### src/rtl/regfile_wb_ctrl_pkg.sv
// Shared types and constants for the register-file write-back controller.
// Default widths match the 16x16 register file; r0 is hardwired to zero.
package regfile_wb_ctrl_pkg;

   localparam int WB_AW    = 4;
   localparam int WB_DW    = 16;
   localparam int NUM_REGS = 2 ** WB_AW;

   localparam logic [WB_AW-1:0] R0_ADR = '0;

   typedef struct packed {
      logic [WB_AW-1:0] adr;
      logic [WB_DW-1:0] data;
      logic             stale;
   } pend_entry_t;

endpackage

### src/rtl/wb_pend_fifo.sv
// Ordered pending buffer for long-latency results, with per-entry stale marking
// and per-slot valid/stale/address/data views for the scoreboard and bypass logic.
module wb_pend_fifo
   import regfile_wb_ctrl_pkg::*;
#(
   parameter int DEPTH = 4
) (
   input  logic                           clk,
   input  logic                           rst,
   input  logic                           push,
   input  logic [WB_AW-1:0]               push_adr,
   input  logic [WB_DW-1:0]               push_data,
   input  logic                           pop,
   input  logic                           mark_en,
   input  logic [WB_AW-1:0]               mark_adr,
   output logic                           rdy,
   output logic [$clog2(DEPTH)-1:0]       head_ptr,
   output logic [DEPTH-1:0]               slot_vld,
   output logic [DEPTH-1:0]               slot_stale,
   output logic [DEPTH-1:0][WB_AW-1:0]    slot_adr,
   output logic [DEPTH-1:0][WB_DW-1:0]    slot_data
);

   localparam int PW = $clog2(DEPTH);
   localparam int CW = PW + 1;

   pend_entry_t [DEPTH-1:0] mem_q, mem_d;
   logic [DEPTH-1:0]        vld_q, vld_d;
   logic [PW-1:0]           head_q, head_d;
   logic [PW-1:0]           tail_q, tail_d;
   logic [CW-1:0]           count_q, count_d;
   logic                    rdy_q, rdy_d;
   logic                    push_ok;
   logic                    pop_ok;

   // Marking sees only entries already stored, so a same-cycle push stays live.
   always_comb begin
      mem_d   = mem_q;
      vld_d   = vld_q;
      head_d  = head_q;
      tail_d  = tail_q;
      count_d = count_q;
      push_ok = push && rdy_q;
      pop_ok  = pop && vld_q[head_q];

      for (int i = 0; i < DEPTH; i++) begin
         if (mark_en && vld_q[i] && (mem_q[i].adr == mark_adr)) begin
            mem_d[i].stale = 1'b1;
         end
      end

      if (pop_ok) begin
         vld_d[head_q] = 1'b0;
         head_d        = head_q + PW'(1);
      end

      if (push_ok) begin
         mem_d[tail_q] = '{adr: push_adr, data: push_data, stale: 1'b0};
         vld_d[tail_q] = 1'b1;
         tail_d        = tail_q + PW'(1);
      end

      case ({push_ok, pop_ok})
         2'b10:   count_d = count_q + CW'(1);
         2'b01:   count_d = count_q - CW'(1);
         default: count_d = count_q;
      endcase

      rdy_d = (count_d != CW'(DEPTH));
   end

   always_ff @(posedge clk) begin
      if (rst) begin
         mem_q   <= '0;
         vld_q   <= '0;
         head_q  <= '0;
         tail_q  <= '0;
         count_q <= '0;
         rdy_q   <= 1'b1;
      end else begin
         mem_q   <= mem_d;
         vld_q   <= vld_d;
         head_q  <= head_d;
         tail_q  <= tail_d;
         count_q <= count_d;
         rdy_q   <= rdy_d;
      end
   end

   always_comb begin
      slot_adr   = '0;
      slot_data  = '0;
      slot_stale = '0;
      for (int i = 0; i < DEPTH; i++) begin
         slot_adr[i]   = mem_q[i].adr;
         slot_data[i]  = mem_q[i].data;
         slot_stale[i] = mem_q[i].stale;
      end
   end

   assign rdy      = rdy_q;
   assign head_ptr = head_q;
   assign slot_vld = vld_q;

endmodule

### src/rtl/regfile_wb_ctrl.sv
// Write-back controller merging the ALU path and the buffered long-latency path
// into the single register-file write port. Optional bypass lookup: WB_BYPASS_EN.
module regfile_wb_ctrl
   import regfile_wb_ctrl_pkg::*;
#(
   parameter int DEPTH = 4,
   parameter int AW    = WB_AW,
   parameter int DW    = WB_DW
) (
   input  logic              clk,
   input  logic              rst,
   input  logic              alu_vld,
   input  logic [AW-1:0]     alu_adr,
   input  logic [DW-1:0]     alu_data,
   input  logic              lu_vld,
   output logic              lu_rdy,
   input  logic [AW-1:0]     lu_adr,
   input  logic [DW-1:0]     lu_data,
   output logic              wr_en,
   output logic [AW-1:0]     wr_adr,
   output logic [DW-1:0]     wr_data,
   output logic [2**AW-1:0]  busy
`ifdef WB_BYPASS_EN
   ,
   input  logic [AW-1:0]     fwd_adr1,
   input  logic [AW-1:0]     fwd_adr2,
   output logic              fwd_hit1,
   output logic              fwd_hit2,
   output logic [DW-1:0]     fwd_data1,
   output logic [DW-1:0]     fwd_data2
`endif
);

   localparam int PW = $clog2(DEPTH);

   logic                         alu_commit;
   logic                         push;
   logic                         pop;
   logic                         head_vld;
   logic                         head_stale;
   logic [PW-1:0]                head_ptr;
   logic [DEPTH-1:0]             slot_vld;
   logic [DEPTH-1:0]             slot_stale;
   logic [DEPTH-1:0][AW-1:0]     slot_adr;
   logic [DEPTH-1:0][DW-1:0]     slot_data;

   logic              wr_en_q, wr_en_d;
   logic [AW-1:0]     wr_adr_q, wr_adr_d;
   logic [DW-1:0]     wr_data_q, wr_data_d;

   wb_pend_fifo #(.DEPTH(DEPTH)) u_pend (
      .clk        (clk),
      .rst        (rst),
      .push       (push),
      .push_adr   (lu_adr),
      .push_data  (lu_data),
      .pop        (pop),
      .mark_en    (alu_commit),
      .mark_adr   (alu_adr),
      .rdy        (lu_rdy),
      .head_ptr   (head_ptr),
      .slot_vld   (slot_vld),
      .slot_stale (slot_stale),
      .slot_adr   (slot_adr),
      .slot_data  (slot_data)
   );

   // ALU owns the port; a stale head drains regardless since it writes nothing.
   always_comb begin
      alu_commit = alu_vld && (alu_adr != R0_ADR);
      push       = lu_vld && lu_rdy && (lu_adr != R0_ADR);
      head_vld   = slot_vld[head_ptr];
      head_stale = slot_stale[head_ptr];
      pop        = head_vld && (head_stale || !alu_commit);

      wr_en_d   = 1'b0;
      wr_adr_d  = wr_adr_q;
      wr_data_d = wr_data_q;
      if (alu_commit) begin
         wr_en_d   = 1'b1;
         wr_adr_d  = alu_adr;
         wr_data_d = alu_data;
      end else if (head_vld && !head_stale) begin
         wr_en_d   = 1'b1;
         wr_adr_d  = slot_adr[head_ptr];
         wr_data_d = slot_data[head_ptr];
      end
   end

   always_ff @(posedge clk) begin
      if (rst) begin
         wr_en_q   <= 1'b0;
         wr_adr_q  <= '0;
         wr_data_q <= '0;
      end else begin
         wr_en_q   <= wr_en_d;
         wr_adr_q  <= wr_adr_d;
         wr_data_q <= wr_data_d;
      end
   end

   assign wr_en   = wr_en_q;
   assign wr_adr  = wr_adr_q;
   assign wr_data = wr_data_q;

   always_comb begin
      busy = '0;
      for (int r = 1; r < NUM_REGS; r++) begin
         for (int s = 0; s < DEPTH; s++) begin
            if (slot_vld[s] && !slot_stale[s] && (slot_adr[s] == AW'(r))) begin
               busy[r] = 1'b1;
            end
         end
      end
   end

`ifdef WB_BYPASS_EN
   logic [1:0][AW-1:0] fwd_adr;
   logic [1:0]         fwd_hit;
   logic [1:0][DW-1:0] fwd_data;
   logic [PW-1:0]      idx;

   assign fwd_adr = {fwd_adr2, fwd_adr1};

   // Walk from head to tail so the youngest live match wins; the write stage beats all.
   always_comb begin
      fwd_hit  = '0;
      fwd_data = '0;
      idx      = '0;
      for (int p = 0; p < 2; p++) begin
         if (fwd_adr[p] != R0_ADR) begin
            for (int k = 0; k < DEPTH; k++) begin
               idx = head_ptr + PW'(k);
               if (slot_vld[idx] && !slot_stale[idx] && (slot_adr[idx] == fwd_adr[p])) begin
                  fwd_hit[p]  = 1'b1;
                  fwd_data[p] = slot_data[idx];
               end
            end
            if (wr_en_q && (wr_adr_q == fwd_adr[p])) begin
               fwd_hit[p]  = 1'b1;
               fwd_data[p] = wr_data_q;
            end
         end
      end
   end

   assign fwd_hit1  = fwd_hit[0];
   assign fwd_hit2  = fwd_hit[1];
   assign fwd_data1 = fwd_data[0];
   assign fwd_data2 = fwd_data[1];
`endif

endmodule

### config.mk
export PLATFORM = sky130hd
export DESIGN_NAME = regfile_wb_ctrl
export DESIGN_NICKNAME = d
export VERILOG_FILES = /design/src/rtl/regfile_wb_ctrl_pkg.sv /design/src/rtl/wb_pend_fifo.sv /design/src/rtl/regfile_wb_ctrl.sv
export SDC_FILE = /design/constraint.sdc
export NUM_CORES = 1
export LEC_CHECK = 0
export ABC_CLOCK_PERIOD_IN_PS = 2650
export CELL_PAD_IN_SITES_DETAIL_PLACEMENT = 1
export CELL_PAD_IN_SITES_GLOBAL_PLACEMENT = 1
export CORE_MARGIN = 5
export CORE_UTILIZATION = 37
export CTS_BUF_LIST = sky130_fd_sc_hd__clkbuf_16
export DETAILED_ROUTE_END_ITERATION = 7
export HOLD_SLACK_MARGIN = 0.03
export PLACE_DENSITY_LB_ADDON = 0.1
export SLEW_MARGIN = 5
export SYNTH_ARGS = -nofsm -noshare
export SYNTH_HDL_FRONTEND = slang
export SYNTH_SLANG_ARGS = --single-unit
### constraint.sdc
create_clock -name clk -period 2.65 [get_ports clk]
set_input_delay 0.3975 -clock clk [delete_from_list [all_inputs] [get_ports clk]]
set_output_delay 0.3975 -clock clk [all_outputs]
set_load 0.01 [all_outputs]
==> results of run 1 <==
==> layout make-up <==
type                            count  share of cell area [%]
Antenna cell                        1                  0.0334
Clock buffer                       17                    5.68
Clock inverter                     15                    1.90
Inverter                           16                   0.801
Multi-Input combinational cell    482                    41.3
Sequential cell                   117                    31.4
Tap cell                          188                    3.14
Timing Repair Buffer              117                    15.8
==> placed cells by master, fill, tap and decap left out, drive strengths merged, types with 8 or more instances in the layout <==
master and instances:
ha 9, clkbuf 17, nand2 194, xor2 14, buf 38, dfxtp 117, o221ai 9, nor2 18
a32oi 8, clkdlybuf4s50 73, inv 20, mux2i 20, a21oi 85, mux4 22, o21ai 21
==> how the worst max path moves through the flow <==
stage                        startpoint         end  slack (ps)
global route         u_pend.slot_vld[0]    busy[10]           3
CTS                  u_pend.slot_vld[2]     busy[4]          10
global placement              lu_adr[1]  u_pend.rdy        -450
floorplan                    alu_adr[1]  u_pend.rdy           5
finish              u_pend.slot_adr[11]     busy[3]          70
detailed placement            lu_adr[2]  u_pend.rdy        -530
==> metal layers <==
metal  global-route usage, %  wire [um]  up-vias
met4                    6.05        223        0
met3                    4.80        822       17
met5                       0          0        -
met1                    25.2       7990     2587
li1                        -          -     2487
met2                    37.5       9610      129
==> registers in the layout, summed over array words and instances (netlist names), 2 cells and up <==
signal,count
u_pend.slot_stale,4
wr_adr,4
u_pend.slot_vld,4
u_pend.count_q,3
u_pend.tail_q,2
u_pend.slot_data,64
u_pend.head_ptr,2
wr_data,16
u_pend.slot_adr,16
==> critical path: stages (launching register included) <==
cell and delay (ps):
dfxtp_1 590, inv_1 180, nand2_1 120, o32ai_1 100
a221o_1 280, clkdlybuf4s50_1 480
==> metrics by stage <==
stage / hold slack [ps] / power (mW) / cells
2_1_floorplan: 432 / 2.46 / 670
6_report: 320 / 4.96 / 953
3_5_place_dp: 447 / 2.81 / 920
3_3_place_gp: 439 / 2.77 / 920
5_1_grt: 324 / 5.20 / 952
4_1_cts: 302 / 5.02 / 952
==> report_power, final <==
group,leakage [nW],internal (mW),switching (mW)
Sequential,0.956,1.86,0.0845
Combinational,1.45,0.391,0.429
Clock,0.280,1.37,0.826
Total,2.69,3.62,1.34
==> timing repair <==
action,in CTS,in global routing
gates resized for setup,12,10
pin swaps,0,3
endpoints found under the setup margin,12,9
==> kinds of logic after synthesis <==
| logic type | Yosys count | share of synthesized area (%) |
|---|---|---|
| other | 1 | 0.0655 |
| buffers and inverters | 71 | 5.95 |
| AND/OR/NAND/NOR | 261 | 19.7 |
| XOR/XNOR | 20 | 3.06 |
| flip-flops | 117 | 40.9 |
| multiplexers | 42 | 12.3 |
| adder cells (fa/ha/maj) | 10 | 2.32 |
| AO/OA/AOI/OAI | 148 | 15.7 |
==> impl_metrics.json, run 1 <==
{
  "synth_commonest_cells": "nand2_1, dfxtp_1, a21oi_1",
  "io_pins": 82,
  "fin_util_pct": 49.3,
  "min_path_type": "input pin to flip-flop",
  "std_cell_rows": 45,
  "grt_pass1_wl_mm": 29.8,
  "numCtsBuffers": 17,
  "ys_seq_elements": 117,
  "min_to": "u_pend.count_q[0]",
  "r2r_end": "u_pend.rdy",
  "synthDominantCellAreaShare_pct": 40.9,
  "drt_iter0_drc": 269,
  "timing_hold_violations_final": 0,
  "synth_nets": 724,
  "cp.required_ps": 2250,
  "synth-async-reset-ratio_pct": 0,
  "report.final.setup_viol": 0,
  "post-route-drc-count": 0,
  "rr_worst_depth": 9,
  "yosys-top-cells-area": "dfxtp_1, nand2_1, mux4_2, a21oi_1, mux2i_1",
  "yosysSeqAreaShare_pct": 40.9,
  "setup.worst_path.start_class": "flip-flop",
  "stdcell_area_sq_um": 7490,
  "synth_edf_count": 0,
  "fin_crit_sh_pct": 97.2,
  "htreeDepth": 4,
  "regArea_sq_um": 2350,
  "grt_max_degree": 93,
  "hold_buffers": 0,
  "yosys.area.top_type": "dfxtp_1",
  "hold_path_depth": 2,
  "numClockSinks": 117,
  "setup_slack_ps": 74.5,
  "tns_ps": 0,
  "cts_buffer_depth": 2,
  "reg2reg_from": "u_pend.head_ptr[0]",
  "pre_cts_ws_ps": -527,
  "syn_area_sq_um": 5720,
  "cts-root-buf": "clkbuf_16",
  "leakagePower_nw": 2.69,
  "path_max_fanout": 8,
  "start_util_pct": 37.6,
  "antenna_left": 0,
  "fillerInstances": 1742,
  "path_clk_slew_ps": 60,
  "post_drt_wl_per_cell_um": 19.6,
  "netlist_instances": 670,
  "grt-ovfl-total": 0,
  "yosys_warnings": 0,
  "vias": 5220,
  "cts_tree": "yes",
  "critPathCaptureType": "output port",
  "max_slew.worst_pin.slew_ps": 526,
  "path_class": "flip-flop to output port",
  "nets": 805,
  "io_buffer_count": 80,
  "placed_area_sq_um": 6870,
  "relSlewSlack_pct": 64.7,
  "cap_violations": 0,
  "worst-r2r-setup-slack_ps": 200,
  "place_congestion": 0.895,
  "grt_usage_pct": 21.0,
  "drive_above_1_share_pct": 14.3,
  "pwr_density_cell_nw_per_um2": 662,
  "synth.most_common_cell": "nand2_1",
  "hold_start": "rst",
  "syn_to_final_growth_pct": 31.0,
  "vdd_drop_max_mv": 0.432,
  "synth.distinct_cells": 55,
  "period_needed_ps": 2580,
  "cts_setup_buffers": 0,
  "vias_per_cell": 5.48,
  "clkLatencyLatePin_ps": 410,
  "rsz0062_at_grt": "false",
  "grt_pass1_vias": 5562,
  "fp.dieH_um": 134,
  "status": "finished clean",
  "slew_viol_final": 0,
  "core_region_area_sq_um": 15200,
  "fmax_ghz": 0.388,
  "crit_arrival_ps": 2180,
  "dp_hpwl_mm": 12.8,
  "syn_avg_cell_area_sq_um": 8.54,
  "firstDrtPassIters": 5,
  "die_w_um": 134,
  "dieArea_sq_um": 18100,
  "finalClockSkew_ps": 9.01,
  "synth_ff_type": "dfxtp_1",
  "multi_input_area_sq_um": 3100,
  "finalWirelength_mm": 18.6,
  "antenna_found_initial": 1
}
(Power assumes the default switching activity.)
==> run 2: changes to the inputs <==
Settings changed: ABC_AREA set to 1, CORE_UTILIZATION 37 to 36.
==> impl_metrics.json, run 2 <==
{
  "pre_cts_ws_ps": -137,
  "cts_setup_buffers": 0,
  "yosysSeqAreaShare_pct": 38.4,
  "yosys-top-cells-area": "dfxtp_1, nand2_1, a21oi_1, o21ai_0, nand3_1",
  "critPathCaptureType": "output port",
  "yosys.area.top_type": "dfxtp_1",
  "setup_slack_ps": 93.8,
  "diodes": 0,
  "finalClockSkew_ps": 12.0,
  "timing_hold_violations_final": 0,
  "cp.required_ps": 2250,
  "dp_hpwl_mm": 15.4,
  "hold_buffers": 0,
  "synth_commonest_cells": "nand2_1, dfxtp_1, a21oi_1",
  "nets": 1034,
  "wl_met2_mm": 10.6,
  "std_cell_rows": 47,
  "fillerInstances": 2129,
  "path_class": "flip-flop to output port",
  "period_needed_ps": 2560,
  "placed_area_sq_um": 7100,
  "report.final.setup_viol": 0,
  "grt-ovfl-total": 0,
  "final_common_cell": "nand2_1",
  "numClockSinks": 117,
  "grt_pass1_wl_mm": 35.1,
  "numCtsBuffers": 17,
  "synth-async-reset-ratio_pct": 0,
  "p_total_mw": 6.26,
  "netlist_instances": 904,
  "pwr_density_cell_nw_per_um2": 813,
  "yosys_warnings": 0,
  "met3_length_um": 792,
  "start_util_pct": 36.8,
  "firstDrtPassIters": 5,
  "leakagePower_nw": 3.04,
  "syn_area_sq_um": 6110,
  "vias_per_cell": 5.27,
  "synth.distinct_cells": 29,
  "cts_buffer_depth": 2,
  "slew_viol_final": 0,
  "syn_avg_cell_area_sq_um": 6.75,
  "drive_above_1_share_pct": 9.16,
  "ys_seq_elements": 117,
  "crit_arrival_ps": 2160,
  "finalWirelength_mm": 21.6,
  "post_drt_wl_per_cell_um": 17.8,
  "max_slew.worst_pin.slew_ps": 490,
  "min_path_type": "flip-flop to flip-flop",
  "htreeDepth": 4,
  "cp_cell_sequence": "inv_1 > nand2_1 > nor3_1 > nand2_1 > nand4_1 > clkdlybuf4s50_1",
  "grt_max_degree": 50,
  "synth_ff_type": "dfxtp_1",
  "place_congestion": 0.869,
  "status": "finished clean",
  "clkLatencyLatePin_ps": 420,
  "antenna_found_initial": 0,
  "synth_edf_count": 0,
  "stdcell_area_sq_um": 7710,
  "fp.dieH_um": 140,
  "syn_to_final_growth_pct": 26.2,
  "fin_crit_sh_pct": 96.5,
  "die_w_um": 140,
  "drt_iter0_drc": 407,
  "post-route-drc-count": 0,
  "antenna_left": 0,
  "io_buffer_count": 80,
  "wl_met1_mm": 9.95,
  "largest_register_ffs": 64,
  "io_pins": 82,
  "core_region_area_sq_um": 16600,
  "path_common_cell": "nand2_1",
  "path_clk_slew_ps": 50,
  "rsz0062_at_grt": "false",
  "relSlewSlack_pct": 67.1,
  "cts_tree": "yes",
  "layout_common_cells": "nand2_1, dfxtp_1, a21oi_1",
  "path_max_fanout": 4,
  "synth_nets": 958,
  "setup.worst_path.start_class": "flip-flop",
  "synthDominantCellAreaShare_pct": 38.4,
  "vias": 6397,
  "synth.most_common_cell": "nand2_1",
  "grt_pass1_vias": 6598,
  "dieArea_sq_um": 19700,
  "top_layer": "met4",
  "vdd_drop_max_mv": 0.528,
  "fmax_ghz": 0.391,
  "cts-root-buf": "clkbuf_16",
  "slowest_delay_ps": 560,
  "cap_violations": 0,
  "grt_usage_pct": 22.2,
  "critPathSlowestCell": "clkdlybuf4s50_1"
}
[run 2: layer usage]
layer	up-vias	global-route usage (%)
li1	3121	-
met1	3124	28.4
met2	125	38.3
met3	27	4.16
met4	0	5.81
met5	-	0
[run 2: area by class of cell]
class / instances / area [sq um] / area share (%)
tap: 220 / 275 / 3.57
inverter: 79 / 298 / 3.86
clock buffer: 17 / 425 / 5.52
multi-input combinational: 650 / 3150 / 40.9
sequential: 117 / 2340 / 30.4
timing repair buffer: 115 / 1060 / 13.8
clock inverter: 15 / 153 / 1.98
[run 2: critical path: cells and delay by family, from the launching register on]
| kind | cells | cell delay [ps] |
|---|---|---|
| and+or+nand+nor | 4 | 800 |
| buffers and inverters | 2 | 630 |
| DFF | 1 | 320 |
[run 2: final timing paths]
path                   startpoint                    to  slack [ps]  cells past startpoint
max reg2reg    u_pend.head_ptr[0]            u_pend.rdy         230                     14
max          u_pend.slot_stale[2]               busy[8]          90                      6
min reg2reg  u_pend.slot_data[24]  u_pend.slot_data[24]         460                      2
min          u_pend.slot_data[24]  u_pend.slot_data[24]         460                      2
[run 2: logic make-up (layout without fill, tap and decap cells)]
| family | count (synthesis) | count (layout) | share of synthesized area (%) |
|---|---|---|---|
| simple gates | 415 | 415 | 28.6 |
| compound gates | 218 | 218 | 19.4 |
| buf+inv | 137 | 226 | 10.5 |
| flops | 117 | 117 | 38.4 |
| fa+ha+maj | 10 | 10 | 2.17 |
| xor+xnor | 6 | 6 | 0.861 |
| other cells | 1 | 1 | 0.0614 |
[run 2: power by group]
part	switching [mW]	internal (mW)
registers	0.138	1.97
clock network	0.891	1.38
logic	1.19	0.687
total	2.22	4.04
[run 2: timing repair]
action                     CTS  global route
setup endpoints to repair    8            12
pin swaps                    0             0
gates resized for setup      0             6
[run 2: metrics by stage]
step	setup TNS (ps)	hold slack, ps	utilization (%)	std cells
2_1_floorplan	0	429	-	904
4_1_cts	-417	456	46.3	1213
5_1_grt	0	477	46.5	1213
6_report	0	456	46.5	1213
3_5_place_dp	-216	448	42.8	1181
3_3_place_gp	-49.4	439	42.8	1181
==> run 3: changes to the inputs <==
Settings changed: CORE_UTILIZATION 36 to 35, SYNTH_HIERARCHICAL set to 1.
==> impl_metrics.json, run 3 <==
{
  "status": "finished clean",
  "fp.dieH_um": 148,
  "post_drt_wl_per_cell_um": 15.8,
  "fmax_ghz": 0.399,
  "die_w_um": 148,
  "report.final.setup_viol": 0,
  "syn_area_sq_um": 6660,
  "min_path_type": "input pin to flip-flop",
  "cts_tree": "yes",
  "final_common_cell": "nand2_1",
  "drt_iter0_drc": 282,
  "cp_cell_sequence": "inv_1 > nor3_2 > nand2_1 > nand4_1 > clkdlybuf4s50_1",
  "max_slew.worst_pin.slew_ps": 825,
  "cap_violations": 0,
  "syn_avg_cell_area_sq_um": 6.16,
  "use_met1_pct": 28.7,
  "timing_hold_violations_final": 0,
  "regArea_sq_um": 2350,
  "io_pins": 82,
  "vdd_drop_max_mv": 0.415,
  "post-route-drc-count": 0,
  "nets": 1221,
  "synth_nets": 1136,
  "cp.required_ps": 2250,
  "critPathSlowestCell": "clkdlybuf4s50_1",
  "yosysSeqAreaShare_pct": 35.2,
  "synthDominantCellAreaShare_pct": 35.2,
  "setup.worst_path.start_class": "flip-flop",
  "period_needed_ps": 2500,
  "path_max_fanout": 7,
  "synth_ff_type": "dfxtp_1",
  "numClockSinks": 117,
  "grt_util_met3_pct": 3.95,
  "htreeDepth": 4,
  "grt_pass1_vias": 7095,
  "vias_per_cell": 4.89,
  "finalWirelength_mm": 22.3,
  "start_util_pct": 35.6,
  "ys_seq_elements": 117,
  "cts_setup_buffers": 0,
  "cp-startpoint": "u_pend/slot_adr[5]",
  "path_class": "flip-flop to output port",
  "clkLatencyLatePin_ps": 410,
  "io_buffer_count": 80,
  "place_congestion": 0.887,
  "tns_ps": 0,
  "fin_crit_sh_pct": 94.5,
  "diodes": 0,
  "vias": 6916,
  "numCtsBuffers": 17,
  "pwr_density_cell_nw_per_um2": 646,
  "synth_commonest_cells": "nand2_1, nand3_1, inv_1",
  "syn_to_final_growth_pct": 28.2,
  "grt.busiest_layer": "met2",
  "p_seq_share_pct": 35.4,
  "cts_buffer_depth": 2,
  "grt_pass1_wl_mm": 36.7,
  "p_clk_share_pct": 46.3,
  "synth.distinct_cells": 30,
  "core_region_area_sq_um": 18700,
  "slowest_delay_ps": 540,
  "crit_arrival_ps": 2110,
  "slew_viol_final": 0,
  "dp_hpwl_mm": 15.5,
  "antenna_left": 0,
  "rr_worst_depth": 17,
  "hold_start": "rst",
  "yosys_warnings": 6,
  "power_switching_mw": 1.51,
  "critPathCaptureType": "output port",
  "dieArea_sq_um": 21900,
  "p_total_mw": 5.52,
  "path_clk_slew_ps": 50,
  "rsz0062_at_grt": "false",
  "setup_slack_ps": 146,
  "reg2reg_from": "u_pend/head_ptr[0]",
  "use_met2_pct": 34.0,
  "grt-ovfl-total": 0,
  "hold_path_depth": 2,
  "relSlewSlack_pct": 45.0,
  "whs_ps": 285,
  "drive_above_1_share_pct": 9.08,
  "pre_cts_ws_ps": -398,
  "yosys-top-cells-area": "dfxtp_1, nand2_1, nand3_1, inv_1, a21oi_1",
  "synth-async-reset-ratio_pct": 0,
  "antenna_found_initial": 0,
  "layout_common_cells": "nand2_1, nand3_1, inv_1",
  "combPwrFrac_pct": 18.3,
  "internal-power_mw": 4.00,
  "grt_max_degree": 74,
  "firstDrtPassIters": 4,
  "hold_buffers": 0,
  "leakagePower_nw": 3.57,
  "synth.most_common_cell": "nand2_1",
  "grt_usage_pct": 20.8,
  "multi_input_area_sq_um": 3530,
  "netlist_instances": 1082,
  "fillerInstances": 2489,
  "finalClockSkew_ps": 4.36,
  "synth_edf_count": 0,
  "cts-root-buf": "clkbuf_16",
  "yosys.area.top_type": "dfxtp_1",
  "p_sw_share_pct": 27.4,
  "std_cell_rows": 50,
  "largest_register_ffs": 64
}
==> run 3: cell type report <==
class / count / area share (%)
clock inverter: 14 / 2.53
clock buffer: 17 / 4.98
timing repair buffer: 126 / 14.2
sequential: 117 / 27.5
tap: 234 / 3.43
multi-input combinational: 770 / 41.4
inverter: 135 / 5.99
==> run 3: what timing repair did <==
| item | 4_1_cts | 5_1_grt |
|---|---|---|
| setup endpoints to repair | 14 | 16 |
| resized for setup | 12 | 17 |
| pin swaps | 0 | 1 |
| endpoints found under the hold margin | 0 | 0 |
==> run 3: stage by stage <==
stage / utilization (%) / cell area [sq um] / cells
2_1_floorplan: - / 6660 / 1082
3_3_place_gp: 41.7 / 7790 / 1382
3_5_place_dp: 41.7 / 7790 / 1382
4_1_cts: 45.4 / 8500 / 1413
5_1_grt: 45.7 / 8540 / 1413
6_report: 45.7 / 8540 / 1413
==> run 3: critical path, delay by kind of cell, from the launching register on <==
family / cells / cell delay (ps)
flip-flops: 1 / 490
AND/OR/NAND/NOR: 3 / 500
buffers and inverters: 2 / 700
==> run 3: path summary, 6_finish.rpt <==
path | end | slack, ps
worst max-delay path | busy[2] | 150
worst min-delay path | u_pend/count_q[1] | 290
worst max register to register | u_pend/rdy | 230
worst min register to register | u_pend/slot_data[28] | 460
==> run 3: routing by layer <==
metal | part of all wire [%] | up-vias | wire, um
met5 | 0 | - | 0
li1 | - | 3557 | -
met1 | 51 | 3236 | 11400
met3 | 3.4 | 12 | 750
met4 | 0.66 | 0 | 148
met2 | 45 | 111 | 10100
==> run 3: kinds of logic after synthesis <==
logic type / Yosys count / share of synthesized area [%]
other cells: 1 / 0.0563
fa+ha+maj: 10 / 1.99
compound gates: 117 / 9.06
buf+inv: 195 / 13.1
xor+xnor: 5 / 0.658
simple gates: 637 / 39.9
flops: 117 / 35.2
==> run 3: power groups by stage <==
stage	Sequential, mW	Combinational [mW]	Clock [mW]
floorplan	1.99	0.594	0
global placement	1.98	0.987	0
detailed placement	1.99	0.999	0
CTS	1.95	1.01	2.60
global route	1.97	1.13	2.69
finish	1.95	1.01	2.56
